### src/rtl/fp_pkg.sv
// Shared FP32 format constants, rounding-mode encodings and the result flag layout
// used across the multiplier back end.
package fp_pkg;

    localparam int WIDTH     = 32;
    localparam int EXP_WIDTH = 8;
    localparam int SIG_WIDTH = 23;
    localparam int BIAS      = 127;

    typedef enum logic [1:0] {
        RND_RNE = 2'b00,
        RND_RTZ = 2'b01,
        RND_RUP = 2'b10,
        RND_RDN = 2'b11
    } rnd_e;

    typedef struct packed {
        logic ovf;
        logic unf;
        logic inexact;
    } flags_t;

    localparam logic [WIDTH-1:0] code_NaN   = 32'h7FC0_0000;
    localparam logic [WIDTH-1:0] code_PINF  = 32'h7F80_0000;
    localparam logic [WIDTH-1:0] code_NINF  = 32'hFF80_0000;
    localparam logic [WIDTH-1:0] MAX_FINITE = 32'h7F7F_FFFF;

endpackage

### src/rtl/fp_round_incr.sv
// Rounding decision: whether to bump the fraction by one ulp, and whether precision was lost.
// Latency: combinational.
// Backpressure: none; pure function of its inputs.
module fp_round_incr
    import fp_pkg::*;
(
    input  logic [1:0] rnd_i,
    input  logic       sign_i,
    input  logic       l_i,
    input  logic       g_i,
    input  logic       t_i,
    output logic       inc_o,
    output logic       inexact_o
);

    always_comb begin
        inc_o = 1'b0;
        case (rnd_e'(rnd_i))
            RND_RNE: inc_o = g_i & (l_i | t_i);
            RND_RTZ: inc_o = 1'b0;
            RND_RUP: inc_o = ~sign_i & (g_i | t_i);
            RND_RDN: inc_o = sign_i & (g_i | t_i);
            default: inc_o = 1'b0;
        endcase
    end

    assign inexact_o = g_i | t_i;

endmodule

### src/rtl/fp_round_pack.sv
// Normalizes, rounds and packs the FP32 product; FP_ROUND_PACK_STICKY_FLAGS_EN adds sticky flags.
// Latency: 2 cycles accept->out_valid, throughput one result per cycle.
// Backpressure: out_ready low freezes the output stage; the stall propagates back to in_ready.
module fp_round_pack #(
    parameter int WIDTH     = fp_pkg::WIDTH,
    parameter int EXP_WIDTH = fp_pkg::EXP_WIDTH,
    parameter int SIG_WIDTH = fp_pkg::SIG_WIDTH,
    parameter int BIAS      = fp_pkg::BIAS
) (
    input  logic                        clk,
    input  logic                        rst,
    input  logic                        in_valid,
    output logic                        in_ready,
    input  logic                        in_sign,
    input  logic signed [EXP_WIDTH+1:0] in_exp,
    input  logic [2*SIG_WIDTH+1:0]      in_sig,
    input  logic                        in_zero,
    input  logic                        in_nan,
    input  logic                        in_inf,
    input  logic [1:0]                  rnd,
    output logic                        out_valid,
    input  logic                        out_ready,
    output logic [WIDTH-1:0]            result,
    output logic [2:0]                  out_flags
`ifdef FP_ROUND_PACK_STICKY_FLAGS_EN
    ,
    input  logic                        flags_clr,
    output logic [2:0]                  sticky_flags
`endif
);

    localparam int EW = EXP_WIDTH + 2;
    localparam int PW = 2*SIG_WIDTH + 2;
    localparam logic signed [EW-1:0] EXP_ONE  = EW'(1);
    localparam logic signed [EW-1:0] EXP_ZERO = '0;
    localparam logic signed [EW-1:0] EXP_OVF  = EW'(2*BIAS + 1);

    logic en1, en2;

    logic                 s1_valid_q;
    logic                 s1_sign_q;
    logic signed [EW-1:0] s1_exp_q, s1_exp_d;
    logic [SIG_WIDTH-1:0] s1_frac_q, s1_frac_d;
    logic                 s1_l_q, s1_l_d;
    logic                 s1_g_q, s1_g_d;
    logic                 s1_t_q, s1_t_d;
    fp_pkg::rnd_e         s1_rnd_q;
    logic                 s1_zero_q, s1_nan_q, s1_inf_q;

    logic                 out_valid_q;
    logic [WIDTH-1:0]     result_q, result_d;
    fp_pkg::flags_t       flags_q, flags_d;

    logic                 inc, inexact, toward_inf;
    logic [SIG_WIDTH:0]   frac_sum;
    logic signed [EW-1:0] exp_fin;

    assign en2      = ~out_valid_q | out_ready;
    assign en1      = ~s1_valid_q | en2;
    assign in_ready = en1;

    // A product in [2,4) drops one bit; that bit folds into the sticky term.
    always_comb begin
        if (in_sig[PW-1]) begin
            s1_frac_d = in_sig[PW-2:SIG_WIDTH+1];
            s1_l_d    = in_sig[SIG_WIDTH+1];
            s1_g_d    = in_sig[SIG_WIDTH];
            s1_t_d    = |in_sig[SIG_WIDTH-1:0];
            s1_exp_d  = in_exp + EXP_ONE;
        end else begin
            s1_frac_d = in_sig[PW-3:SIG_WIDTH];
            s1_l_d    = in_sig[SIG_WIDTH];
            s1_g_d    = in_sig[SIG_WIDTH-1];
            s1_t_d    = |in_sig[SIG_WIDTH-2:0];
            s1_exp_d  = in_exp;
        end
    end

    always_ff @(posedge clk or negedge rst) begin
        if (!rst) begin
            s1_valid_q <= 1'b0;
            s1_sign_q  <= 1'b0;
            s1_exp_q   <= '0;
            s1_frac_q  <= '0;
            s1_l_q     <= 1'b0;
            s1_g_q     <= 1'b0;
            s1_t_q     <= 1'b0;
            s1_rnd_q   <= fp_pkg::RND_RNE;
            s1_zero_q  <= 1'b0;
            s1_nan_q   <= 1'b0;
            s1_inf_q   <= 1'b0;
        end else if (en1) begin
            s1_valid_q <= in_valid;
            if (in_valid) begin
                s1_sign_q <= in_sign;
                s1_exp_q  <= s1_exp_d;
                s1_frac_q <= s1_frac_d;
                s1_l_q    <= s1_l_d;
                s1_g_q    <= s1_g_d;
                s1_t_q    <= s1_t_d;
                s1_rnd_q  <= fp_pkg::rnd_e'(rnd);
                s1_zero_q <= in_zero;
                s1_nan_q  <= in_nan;
                s1_inf_q  <= in_inf;
            end
        end
    end

    fp_round_incr u_round_incr (
        .rnd_i     (s1_rnd_q),
        .sign_i    (s1_sign_q),
        .l_i       (s1_l_q),
        .g_i       (s1_g_q),
        .t_i       (s1_t_q),
        .inc_o     (inc),
        .inexact_o (inexact)
    );

    // On carry-out the low fraction bits are already zero; only the exponent moves.
    assign frac_sum = {1'b0, s1_frac_q} + {{SIG_WIDTH{1'b0}}, inc};
    assign exp_fin  = s1_exp_q + (frac_sum[SIG_WIDTH] ? EXP_ONE : EXP_ZERO);

    always_comb begin
        toward_inf = 1'b0;
        case (s1_rnd_q)
            fp_pkg::RND_RNE: toward_inf = 1'b1;
            fp_pkg::RND_RTZ: toward_inf = 1'b0;
            fp_pkg::RND_RUP: toward_inf = ~s1_sign_q;
            fp_pkg::RND_RDN: toward_inf = s1_sign_q;
            default:         toward_inf = 1'b0;
        endcase
    end

    always_comb begin
        result_d         = {s1_sign_q, exp_fin[EXP_WIDTH-1:0], frac_sum[SIG_WIDTH-1:0]};
        flags_d          = '0;
        flags_d.inexact  = inexact;
        if (s1_nan_q) begin
            result_d = fp_pkg::code_NaN;
            flags_d  = '0;
        end else if (s1_inf_q) begin
            result_d = s1_sign_q ? fp_pkg::code_NINF : fp_pkg::code_PINF;
            flags_d  = '0;
        end else if (s1_zero_q) begin
            result_d = {s1_sign_q, {(WIDTH-1){1'b0}}};
            flags_d  = '0;
        end else if (exp_fin >= EXP_OVF) begin
            result_d = toward_inf ? (s1_sign_q ? fp_pkg::code_NINF : fp_pkg::code_PINF)
                                  : {s1_sign_q, fp_pkg::MAX_FINITE[WIDTH-2:0]};
            flags_d  = '{ovf: 1'b1, unf: 1'b0, inexact: 1'b1};
        end else if (exp_fin <= EXP_ZERO) begin
            result_d = {s1_sign_q, {(WIDTH-1){1'b0}}};
            flags_d  = '{ovf: 1'b0, unf: 1'b1, inexact: 1'b1};
        end
    end

    always_ff @(posedge clk or negedge rst) begin
        if (!rst) begin
            out_valid_q <= 1'b0;
            result_q    <= '0;
            flags_q     <= '0;
        end else if (en2) begin
            out_valid_q <= s1_valid_q;
            if (s1_valid_q) begin
                result_q <= result_d;
                flags_q  <= flags_d;
            end
        end
    end

    assign out_valid = out_valid_q;
    assign result    = result_q;
    assign out_flags = flags_q;

`ifdef FP_ROUND_PACK_STICKY_FLAGS_EN
    logic [2:0] sticky_q;

    always_ff @(posedge clk or negedge rst) begin
        if (!rst) begin
            sticky_q <= '0;
        end else if (flags_clr) begin
            sticky_q <= '0;
        end else if (out_valid_q && out_ready) begin
            sticky_q <= sticky_q | flags_q;
        end
    end

    assign sticky_flags = sticky_q;
`endif

endmodule

### config.mk
export PLATFORM = sky130hd
export DESIGN_NAME = fp_round_pack
export DESIGN_NICKNAME = d
export VERILOG_FILES = /design/src/rtl/fp_pkg.sv /design/src/rtl/fp_round_incr.sv /design/src/rtl/fp_round_pack.sv
export SDC_FILE = /design/constraint.sdc
export NUM_CORES = 1
export LEC_CHECK = 0
export CORE_ASPECT_RATIO = 0.6
export CORE_UTILIZATION = 45
export CTS_BUF_LIST = sky130_fd_sc_hd__clkbuf_16
export DETAILED_ROUTE_END_ITERATION = 6
export PLACE_DENSITY_LB_ADDON = 0.05
export SLEW_MARGIN = 20
export SYNTH_ARGS = -nofsm -noshare
export SYNTH_HDL_FRONTEND = slang
export SYNTH_SLANG_ARGS = --single-unit
### constraint.sdc
create_clock -name clk -period 3.1 [get_ports clk]
set_input_delay 0.62 -clock clk [delete_from_list [all_inputs] [get_ports clk]]
set_output_delay 0.62 -clock clk [all_outputs]
set_load 0.02 [all_outputs]
==> impl_metrics.toml <==
[status]
status = "finished, violations left"
violations = "negative setup slack"

[layout]
area_delta_synth_final_pct = 43.62
final_util_pct = 67.86
fin_nets = 732
diodes = 0
final_layout_size_suffix_gt1_share_pct = 23.38

[synthesis]
synth_warnings = 0
synthCells = 508
synth-seq-cells = 78
syn_nets = 581
syn-mean-instance-area_um2 = 9.384
synth_ff_type = "dfrtp_1"
synthesis.area_um2 = 4767
synthArstFlopShare_pct = 100.0
synth_cell_types = 56
seq_area_frac_synth_pct = 40.94
synth_edf_count = 0

[critical_path]
end_kind = "register"
crit_path_start = "s1_sign_q$_DFFE_PN0P_"
worstSetupPathType = "register to register"
cp-start-kind = "register"
crit_arrival_ns = 3.59
crit_fanout = 22
r2r_cells = 16
reg2reg_slack_ns = -0.28
cp-endpoint = "result[10]$_DFFE_PN0P_"
r2r-start = "s1_sign_q$_DFFE_PN0P_"
crit_required_ns = 3.31
r2r_end = "result[10]$_DFFE_PN0P_"

[drt]
viasPerCell = 5.486
route.vias.total = 4378
drtIter0Drc = 302
wl_per_cell_um = 16.46
drtAntennaViolNets = 0
routed_wl_um = 13140
dr.pass1.iters = 4
drc_errors = 0

[global_route]
overflow = 0
grt_pass1_vias = 4045
grt_max_degree = 79
antenna_found_initial = 0
grt_pass1_wl_um = 20930
grt_use_total_pct = 25.29

[hold_path]
hp-class = "input pin to async pin"

[cts]
clockBufferDepth = 2
cts_max_level = 3
cts_tree = "yes"
cts_made_buffers = 9
clockRootBuffer = "clkbuf_16"
insertion_delay_ns = 0.34
clk_pin_slew_ns = 0.06
clock-sinks = 78
ctsHoldBuffers = 0

[pwr]
ir_worst_vdd_v = 0.0002967
p_int_w = 0.002266
seqPwrFrac_pct = 38.8
p_clk_share_pct = 30.8
pwr_density_cell_nw_per_um2 = 486.4
swShare_pct = 31.95
leakage_nw = 2.738
p_comb_share_pct = 30.4
p_switching_w = 0.001064

[floorplan]
die_w_um = 134.9
initial_core_util_pct = 47.25
num_rows = 28
die_h_um = 81.73
core_area_um2 = 10090
pin_count = 105
die-area_um2 = 11020

[placement]
place_hpwl_um = 9706
place_congestion = 0.8621
portBuffers = 104

[timing]
slew_viol_final = 0
slew_headroom_pct = 34.05
setup_viol = 33
finClkSkew_ns = 0.006942
post-route-period-util_pct = 109.2
hold_slack_ns = 0.4398
grt_setup_unrepaired = "yes"
post-route-worst-setup-slack_ns = -0.2838
hold_viol_final = 0
max_freq_mhz = 295.5
period_needed_ns = 3.384
tightest_slew_ns = 0.9892

[job]
cap_violations = 0
## power groups by stage
stage          clock (W)  sequential [W]  combinational [W]
2_1_floorplan          0         0.00133           0.000453
3_3_place_gp           0         0.00129           0.000906
3_5_place_dp           0         0.00130           0.000923
4_1_cts          0.00104         0.00129           0.000979
5_1_grt          0.00107         0.00131            0.00110
6_report         0.00103         0.00129            0.00101
## placed cells by master (no fill, tap or decap), types with 12 or more instances in the layout
cell type / netlist / final
buf_4: 2 / 59
a21oi_1: 21 / 20
nand2_1: 82 / 79
a22oi_2: 22 / 22
o21ai_0: 44 / 43
nand3_1: 14 / 14
o211ai_1: 22 / 22
clkbuf_16: 0 / 12
xor2_1: 17 / 17
nor2_1: 21 / 20
mux2i_1: 25 / 25
dfrtp_1: 78 / 78
clkdlybuf4s50_1: 0 / 103
xnor2_1: 18 / 16
## flip-flops by register name (all words and copies together) (netlist names)
| name | flops |
|---|---|
| s1_frac_q | 23 |
| s1_valid_q | 1 |
| out_flags | 3 |
| s1_exp_q | 10 |
| s1_sign_q | 1 |
| s1_zero_q | 1 |
| s1_inf_q | 1 |
| out_valid | 1 |
| s1_t_q | 1 |
| s1_rnd_q | 2 |
| s1_nan_q | 1 |
| s1_g_q | 1 |
| result | 32 |
## area by class of cell
cell class / count / area (um^2)
repair buffers: 172 / 1654
well taps: 135 / 168.9
multi-input cells: 391 / 2756
flip-flops and latches: 78 / 1952
clock buffers: 9 / 225.2
inverters: 7 / 26.28
fillers: 779 / 3243
clock inverters: 6 / 63.81
## critical path, cell delays in order, from the launching register on
cell and delay, ns:
dfrtp_1 0.40, nand2_2 0.09, xnor2_2 0.15, nor2_1 0.12
ha_2 0.20, nand2_2 0.07, nor2_2 0.11, nand2_1 0.07
nor4_2 0.18, ha_2 0.31, nand3_4 0.11, or4b_4 0.54
a21oi_2 0.16, o221ai_2 0.16, buf_12 0.19, o211ai_1 0.32
a22oi_2 0.07
## worst min path at each step
stage / depth (start not counted) / from / endpoint / slack (ns)
after global placement: 2 / result[31]$_DFFE_PN0P_ / result[31]$_DFFE_PN0P_ / 0.45
after detailed placement: 2 / result[31]$_DFFE_PN0P_ / result[31]$_DFFE_PN0P_ / 0.47
final: 1 / rst / result[27]$_DFFE_PN0P_ / 0.44
after global routing: 2 / result[31]$_DFFE_PN0P_ / result[31]$_DFFE_PN0P_ / 0.52
after floorplan: 0 / rst / out_flags[0]$_DFFE_PN0P_ / 0.32
after CTS: 1 / rst / s1_zero_q$_DFFE_PN0P_ / 0.48
## cell families after synthesis
kind of cell | count (synthesis) | share of synthesized area (%)
buffers and inverters | 39 | 4.252
adders and majority gates | 5 | 1.312
xor gates and xnor gates | 36 | 6.772
muxes | 31 | 6.667
and+or+nand+nor | 179 | 18.45
AOI/OAI and AO/OA | 140 | 21.60
DFF | 78 | 40.94
## repair_timing
| item | CTS | global route |
|---|---|---|
| endpoints found under the setup margin | 33 | 34 |
| gates cloned | 0 | 4 |
| setup buffers | 18 | 4 |
| pin swaps | 13 | 12 |
| resized for setup | 20 | 5 |
## Yosys cell counts, types with 9 or more instances
cell      count  share of area [%]
a21oi_1      21                2.2
a21oi_2       9                1.7
a22oi_2      22                5.8
clkbuf_1     17                1.3
dfrtp_1      78                 41
mux2i_1      25                5.2
nand2_1      82                6.5
nand3_1      14                1.5
nand4_1      10                1.3
nor2_1       21                1.7
nor3_1       11                1.2
nor4_1       10                1.3
o211ai_1     22                3.5
o21ai_0      44                4.6
xnor2_1      18                3.3
xor2_1       17                3.1
## through the flow
stage | cell area, um^2 | setup WS [ns] | std cells | TNS [ns] | power [W]
4_1_cts | 6710 | -0.2054 | 791 | -3.354 | 0.003308
3_5_place_dp | 6177 | -0.2832 | 758 | -7.587 | 0.002224
2_1_floorplan | 4790 | 0.01036 | 508 | 0 | 0.001782
5_1_grt | 6847 | -0.4640 | 798 | -13.76 | 0.003486
6_report | 6847 | -0.2838 | 798 | -6.752 | 0.003330
3_3_place_gp | 6177 | -0.1440 | 758 | -2.672 | 0.002199
## routing by layer
metal | share of wire [%] | GRT usage, %
met2 | 41 | 35.62
met3 | 6.5 | 5.741
met4 | 1.1 | 6.629
met1 | 52 | 38.45
met5 | 0 | 0
(Power assumes the default switching activity.)
